**config.mk**
```make
export PLATFORM = sky130hd
export DESIGN_NAME = eq_compare_seq_flat
export DESIGN_NICKNAME = d
export VERILOG_FILES = /design/src/rtl/eq_compare_seq_pkg.sv /design/src/rtl/eq_compare_seq_if.sv /design/src/rtl/eq_compare_seq_cmp2_eq.sv /design/src/rtl/eq_compare_seq.sv /design/src/flat_wrapper.sv
export SDC_FILE = /design/constraint.sdc
export NUM_CORES = 1
export LEC_CHECK = 0
export CAP_MARGIN = 25
export CORE_MARGIN = 4
export CORE_UTILIZATION = 41
export DETAILED_ROUTE_END_ITERATION = 6
export GPL_TIMING_DRIVEN = 0
export HOLD_SLACK_MARGIN = 0.12
export PLACE_DENSITY = 0.65
export SYNTH_ARGS = -nofsm -noshare
export SYNTH_HDL_FRONTEND = slang
export SYNTH_SLANG_ARGS = --single-unit
```
**constraint.sdc**
```tcl
create_clock -name clk -period 1.2 [get_ports clk]
set_input_delay 0.24 -clock clk [delete_from_list [all_inputs] [get_ports clk]]
set_output_delay 0.24 -clock clk [all_outputs]
set_load 0.1 [all_outputs]
```
**src/rtl/eq_compare_seq_pkg.sv**
```systemverilog
// Shared types and constants for the eq_compare_seq sequencer.
package eq_cmp_pkg;

    // Width of one comparison slice handled by the shared equality cell.
    localparam int SLICE_W = 2;

    typedef enum logic [1:0] {
        IDLE = 2'd0,
        RUN  = 2'd1,
        DONE = 2'd2
    } state_t;

endpackage

```
**src/rtl/eq_compare_seq_if.sv**
```systemverilog
// Host-side start/done handshake and operand/result bundle for eq_compare_seq.
interface eq_compare_seq_if #(
    parameter int WIDTH = 8
);
    localparam int NSLICE = WIDTH / 2;
    localparam int CW     = $clog2(NSLICE + 1);

    logic             start;
    logic [WIDTH-1:0] a;
    logic [WIDTH-1:0] b;
    logic             busy;
    logic             done;
    logic             equal;
    logic [CW-1:0]    slices;

    // Host drives the request and operands, observes status and result.
    modport master (
        output start, a, b,
        input  busy, done, equal, slices
    );

    // Sequencer consumes the request and operands, drives status and result.
    modport slave (
        input  start, a, b,
        output busy, done, equal, slices
    );

endinterface

```
**src/rtl/eq_compare_seq_cmp2_eq.sv**
```systemverilog
// Combinational 2-bit equality cell shared by every slice of an operation.
module cmp2_eq
    import eq_cmp_pkg::*;
(
    input  logic [SLICE_W-1:0] a,
    input  logic [SLICE_W-1:0] b,
    output logic               f
);

    // Both bit pairs must match for the slice to count as equal.
    always_comb begin
        f = ~(a[1] ^ b[1]) & ~(a[0] ^ b[0]);
    end

endmodule

```
**src/rtl/eq_compare_seq.sv**
```systemverilog
// Sequenced WIDTH-bit equality check on one shared 2-bit cell, LSB slice first.
// Optional build macro: EARLY_EXIT_EN -- stop at the first mismatching slice
// instead of always walking all NSLICE slices.
//
// state | meaning
// ------+-------------------------------------------------------------
// IDLE  | waiting for start; operands latched when start is accepted
// RUN   | one slice compared per clock from the shift-register LSBs
// DONE  | one-cycle done pulse; equal/slices already hold the result
module eq_compare_seq
    import eq_cmp_pkg::*;
#(
    parameter int WIDTH = 8
) (
    input  logic           clk,
    input  logic           rst,
    eq_compare_seq_if.slave bus
);

    localparam int NSLICE = WIDTH / 2;
    localparam int CW     = $clog2(NSLICE + 1);

    state_t           state_q, state_d;
    logic [WIDTH-1:0] sa_q, sa_d;
    logic [WIDTH-1:0] sb_q, sb_d;
    logic [CW-1:0]    cnt_q, cnt_d;
    logic             eq_acc_q, eq_acc_d;
    logic             equal_q, equal_d;
    logic [CW-1:0]    slices_q, slices_d;

    logic             f;
    logic             run_eq;
    logic [CW-1:0]    run_cnt;
    logic             last_slice;

    cmp2_eq u_cmp2_eq (
        .a (sa_q[SLICE_W-1:0]),
        .b (sb_q[SLICE_W-1:0]),
        .f (f)
    );

    // Per-slice step: accumulated equality, slice count, and whether this slice ends the run.
    always_comb begin
        run_eq  = eq_acc_q & f;
        run_cnt = cnt_q + CW'(1);
`ifdef EARLY_EXIT_EN
        last_slice = (cnt_q == CW'(NSLICE - 1)) || !f;
`else
        last_slice = (cnt_q == CW'(NSLICE - 1));
`endif
    end

    // State register; reset aborts any operation in flight.
    always_ff @(posedge clk or posedge rst) begin
        if (rst) begin
            state_q <= IDLE;
        end else begin
            state_q <= state_d;
        end
    end

    // Next-state logic; start outside IDLE is dropped, not queued.
    always_comb begin
        state_d = state_q;
        case (state_q)
            IDLE:    if (bus.start) state_d = RUN;
            RUN:     if (last_slice) state_d = DONE;
            DONE:    state_d = IDLE;
            default: state_d = IDLE;
        endcase
    end

    // Datapath next values. The result registers are loaded on the RUN->DONE edge
    // so equal/slices are already valid while done is high.
    always_comb begin
        sa_d     = sa_q;
        sb_d     = sb_q;
        cnt_d    = cnt_q;
        eq_acc_d = eq_acc_q;
        equal_d  = equal_q;
        slices_d = slices_q;
        case (state_q)
            IDLE: begin
                if (bus.start) begin
                    sa_d     = bus.a;
                    sb_d     = bus.b;
                    cnt_d    = '0;
                    eq_acc_d = 1'b1;
                    equal_d  = 1'b0;
                    slices_d = '0;
                end
            end
            RUN: begin
                sa_d     = sa_q >> SLICE_W;
                sb_d     = sb_q >> SLICE_W;
                cnt_d    = run_cnt;
                eq_acc_d = run_eq;
                if (last_slice) begin
                    equal_d  = run_eq;
                    slices_d = run_cnt;
                end
            end
            default: ;
        endcase
    end

    // Datapath and result registers.
    always_ff @(posedge clk or posedge rst) begin
        if (rst) begin
            sa_q     <= '0;
            sb_q     <= '0;
            cnt_q    <= '0;
            eq_acc_q <= 1'b0;
            equal_q  <= 1'b0;
            slices_q <= '0;
        end else begin
            sa_q     <= sa_d;
            sb_q     <= sb_d;
            cnt_q    <= cnt_d;
            eq_acc_q <= eq_acc_d;
            equal_q  <= equal_d;
            slices_q <= slices_d;
        end
    end

    // Status decoded from the registered state; results straight from their flops.
    always_comb begin
        bus.busy   = (state_q == RUN);
        bus.done   = (state_q == DONE);
        bus.equal  = equal_q;
        bus.slices = slices_q;
    end

endmodule

```
**src/flat_wrapper.sv**
```systemverilog
// flat-port wrapper written by rule: the top's interface ports become plain ports
module eq_compare_seq_flat import eq_cmp_pkg::*;
#(
    parameter int WIDTH = 8
)
  (clk, rst, bus_start, bus_a, bus_b, bus_busy, bus_done, bus_equal, bus_slices);
  eq_compare_seq_if #(.WIDTH(WIDTH)) bus_i ();
  input  logic clk;
  input  logic rst;
  input wire logic [$bits(bus_i.start)-1:0] bus_start;
  input wire logic [$bits(bus_i.a)-1:0] bus_a;
  input wire logic [$bits(bus_i.b)-1:0] bus_b;
  output wire logic [$bits(bus_i.busy)-1:0] bus_busy;
  output wire logic [$bits(bus_i.done)-1:0] bus_done;
  output wire logic [$bits(bus_i.equal)-1:0] bus_equal;
  output wire logic [$bits(bus_i.slices)-1:0] bus_slices;
  assign bus_i.start = bus_start;
  assign bus_i.a = bus_a;
  assign bus_i.b = bus_b;
  assign bus_busy = bus_i.busy;
  assign bus_done = bus_i.done;
  assign bus_equal = bus_i.equal;
  assign bus_slices = bus_i.slices;
  eq_compare_seq #(.WIDTH(WIDTH)) u_core (.clk(clk), .rst(rst), .bus(bus_i));
endmodule
```
* After elaboration in Yosys (flattened, before gate mapping) *
Index checks and enable logic that the tools add are counted.

storage, ports and cells
  latch bits = 0
  bits in read-only memories = 0
  flip-flop bits (word level) = 26
  memories = 0
  logic and storage cells = 40
  bits in writable memories = 0

cells by class
  muxes and demuxes = 16
  reduce and logical (&&, ||, !) cells = 5
  $lt $le $gt $ge = 0
  equal/unequal tests = 5
  div/mod/pow operators = 0
  $mul = 0
  bitwise operators = 6
  $add $sub $neg = 1
  shift-type cells = 0

operators by type and width
  kind                 count
  $pmux 8 s2           2
  $mux 8               2
  $pmux 3 s2           2
  $mux 3               2
  $mux 2               2
  $pmux 1 s2           2
  $pmux 2 s2           1
  $reduce_and 2->1     2
  $add 3x1->3 const B  1
  $eq 3x2->1 const B   1
  $mux 1               3
  $reduce_and 3->1     1
  $and 1x1->1          2
  $eq 2x1->1 const B   1
  $eq 2x2->1 const B   1
  $logic_not 2->1      1
  $ne 2x1->1 const B   1
  $ne 2x2->1 const B   1
  $not 1->1            2
  $reduce_bool 2->1    1
  $xor 1x1->1          2

* Longest topological paths before layout *
  depth in word-level cells = 6
  gate-level depth with buffers = 5

* Modules after synthesis *
From an unflattened synthesis, not the netlist that was laid out.

second synthesis, totals
  cells, all modules = 115
  area total of the unflattened synthesis = 1219.9 um^2

by module, submodules not included
  module          cells each  instances  area each (um^2)  sequential area each (um^2)
  eq_compare_seq  112         1          1198.6            650.6
  cmp2_eq         3           1          21.3              0.0

* Worst setup path after synthesis *
Ideal clock, no wire load.

  path kind = register to output
  start = register u_core.state_q[1]
  end = output port bus_done
  stages on the path, launching flop included = 4
  data arrival time = 2.075 ns
  data required time = 0.960 ns
  path slack = -1.115 ns
  cells stage by stage = dfrtp_1 -> buf_2 -> buf_2 -> nor2b_1

on the way
  longest elaborated chain between the ends = 1

ends and longest elaborated chain
  what                    line                   text
  from (decl)             eq_compare_seq.sv:23   state_t state_q, state_d;
  from (signal assigned)  eq_compare_seq.sv:58   state_q <= state_d;
  $eq 2x2->1              eq_compare_seq.sv:129  bus.done = (state_q == DONE);
  to (decl)               flat_wrapper.sv:14     output wire logic [$bits(bus_i.done)-1:0] bus_done;

Every way passes these cells.

* Worst setup path after layout *
Same ends and word-level chain as after synthesis.

==> out/results.ini <==
[critical_path]
reg2reg_to=u_core.bus.slices[1]
end_kind=output port
setup.worst_path.start=u_core.state_q[1]
endpoint=bus_done
cp.required_ns=0.96
start_kind=register
r2r_slack_ns=-0.17
worstRegToRegCells=4
arrival_ns=1.32
crit_path_max_incr_delay_ns=0.45
slowest_stage=dfrtp_1
crit_fanout=4
reg2reg_from=u_core.state_q[1]
crit_path_cell_trace=buf_6 > buf_8 > nor2b_4 > buf_12
crit_type=register to output port

[route]
vias=1161
drcViolationCount=0
wl_per_cell_um=14.1
ant_nets=0
routed_wl_um=3170
viasPerCell=5.16
drtIter0Drc=51
drt-pass1-iter-count=4

[logic_synthesis]
synth-seq-area-share=0.494
ys_ff_latch=26
synth_top_area_share=0.494
netlist-cell-type-count=24
synthCells=136
synth_edf_count=0
synth_nets=157
syn_area_mm2=0.00132
yosys_warnings=0
synth_area_leader_cell=dfrtp_1
synthTopCellsByCount=26 x dfrtp_1, 16 x a21oi_1, 13 x nor2b_1
ys_top_cells_by_area=dfrtp_1 49%, a22oi_1 6.8%, nor2b_1 6.2%, a21oi_1 6.1%, and2b_2 4.7%
async_reset_ff_frac=1.00
synthMostInstantiatedCell=dfrtp_1
synth_flop_cell=dfrtp_1
synth_area_per_cell_um2=9.69

[clock_tree]
clock-sinks=26
root_buffer=clkbuf_4
holdBufCountCts=0
cts_tree=built
htree_levels=1
clk_path_buf_depth=2
cts_buffers=3
cts.clk_slew.worst_paths_ns=0.15
insertion_delay_ns=0.32

[layout]
syn_to_final_growth_pct=49.1
antennaDiodeCount=0
final_util=0.643
fillers=259
drive_gt1_frac=0.343
multiInputGateArea_um2=657
seq_area_um2=657
nets=203

[die]
die_w_um=64.7
die-area_mm2=0.00418
core.rowCount=20
die_h_um=64.7
pin_count=25
core-area_mm2=0.00305
initial_core_util=0.432

[timing]
drv_slew=0
hold_viol=0
worst_slew_pin_slew_ns=0.414
fin_crit_sh=1.30
fmax_mhz=643
min_period_ns=1.56
rsz0062_at_grt=yes
tns_ns=-1.95
finalWorstSetupSlack_ns=-0.356
relSlewSlack=0.724
finalSetupViolCount=20
finalClockSkew_ns=0.0189

[global_route]
grt_pass1_wl_um=5580
grt_max_degree=27
grt_overflow_total=0
grt_antenna_before_repair=0
grt_pass1_vias=1201
grtUsageTotal=0.171

[power_and_ir_drop]
pwr-share-clk=0.080
p_switching_uw=2110
power_leakage_uw=0.000838
p_comb_frac=0.595
p_int_uw=2740
swShare=0.435
p_seq_frac=0.325
vdd_drop_max_uv=1060
powerDensity_mw_per_mm2=2460

[placement]
gp_congestion=0.764
place_ws_ns=-1.12
port_buffers=24
dp_hpwl_um=2030

[run_status]
outcome=complete, but fails checks
violations=setup timing

[min_path]
hold_class=input pin to async pin

[job]
maxCapViolations=0

-- per-stage QoR --
step           area, µm²  std cells  hold WS [ns]  power (µW)
2_1_floorplan       1350        136         0.280        3120
3_3_place_gp        1650        204         0.469        3600
3_5_place_dp        1650        204         0.473        3650
4_1_cts             1850        219         0.461        4630
5_1_grt             1960        225         0.201        5170
6_report            1960        225         0.183        4840
-- per-layer routing --
layer  vias up  track usage  wire (µm)
li1        570            -          -
met1       570        0.219       1450
met2        17        0.294       1620
met3         4       0.0295         74
met4         0       0.0501         25
met5         -            0          0
-- worst min-delay path by stage --
| stage | cells past startpoint | end | slack, ns | startpoint |
|---|---|---|---|---|
| after floorplan | 1 | u_core.cnt_q[0] | 0.28 | rst |
| final | 2 | u_core.cnt_q[2] | 0.18 | rst |
| after detailed placement | 2 | u_core.cnt_q[2] | 0.47 | u_core.cnt_q[2] |
| after global routing | 2 | u_core.cnt_q[2] | 0.20 | rst |
| after CTS | 2 | u_core.cnt_q[2] | 0.46 | rst |
| after global placement | 2 | u_core.cnt_q[1] | 0.47 | u_core.cnt_q[1] |
-- power by group through the flow --
stage | clock [µW] | sequential (µW) | combinational, µW
floorplan | 0 | 1840 | 1280
global placement | 0 | 1510 | 2090
detailed placement | 0 | 1540 | 2120
CTS | 404 | 1540 | 2690
global route | 438 | 1630 | 3110
finish | 387 | 1570 | 2880
-- worst max-delay path: cells and delay by family, from the launching register on --
family	cells	cell delay (ns)
DFF	1	0.45
buffers and inverters	3	0.41
and+or+nand+nor	1	0.12
-- registers in the layout (all words and copies together), names as in the netlist --
name	flops
u_core.sa_q	8
u_core.sb_q	8
u_core.bus.slices	3
u_core.cnt_q	3
u_core.state_q	2
u_core.bus.equal	1
u_core.eq_acc_q	1
-- cells by family (layout without fill, tap and decap cells) --
logic type / Yosys count / count (layout) / synth area share
AO/OA/AOI/OAI: 58 / 58 / 0.262
AND/OR/NAND/NOR: 32 / 32 / 0.147
flip-flops: 26 / 26 / 0.494
buffers and inverters: 16 / 61 / 0.0646
adder cells (fa/ha/maj): 2 / 2 / 0.0190
XOR/XNOR: 2 / 2 / 0.0133
-- area by class of cell --
class / instances / area share
Inverter: 8 / 0.0166
Clock buffer: 4 / 0.0134
Tap cell: 44 / 0.0280
Timing Repair Buffer: 41 / 0.231
Sequential cell: 26 / 0.334
Multi-Input combinational cell: 94 / 0.334
Buffer: 8 / 0.0420
-- what timing repair did --
action | 4_1_cts | 5_1_grt
buffers inserted | 10 | 7
resized for setup | 68 | 16
cloned | 1 | 0
setup endpoints to repair | 30 | 29
pin swaps | 0 | 3
-- cells in the final DEF (no fill, tap or decap), types with 2 or more instances in the layout --
master           Yosys  routed
dfrtp_1             26      21
clkdlybuf4s50_1      0      17
buf_4                1      15
a21oi_1             16      15
nor2b_1             13      11
o21ai_1              9      11
o21ai_0             12      10
nand2_1              8       8
buf_12               1       7
a22oi_2              0       7
inv_1                8       7
and2b_2              7       7
a22oi_1             12       5
dfrtp_2              0       5
buf_6                0       4
clkbuf_4             0       4
o22ai_1              3       3
a22o_1               3       3
clkbuf_2             1       2
xnor2_1              2       2
Power figures use the tool's default switching activity.
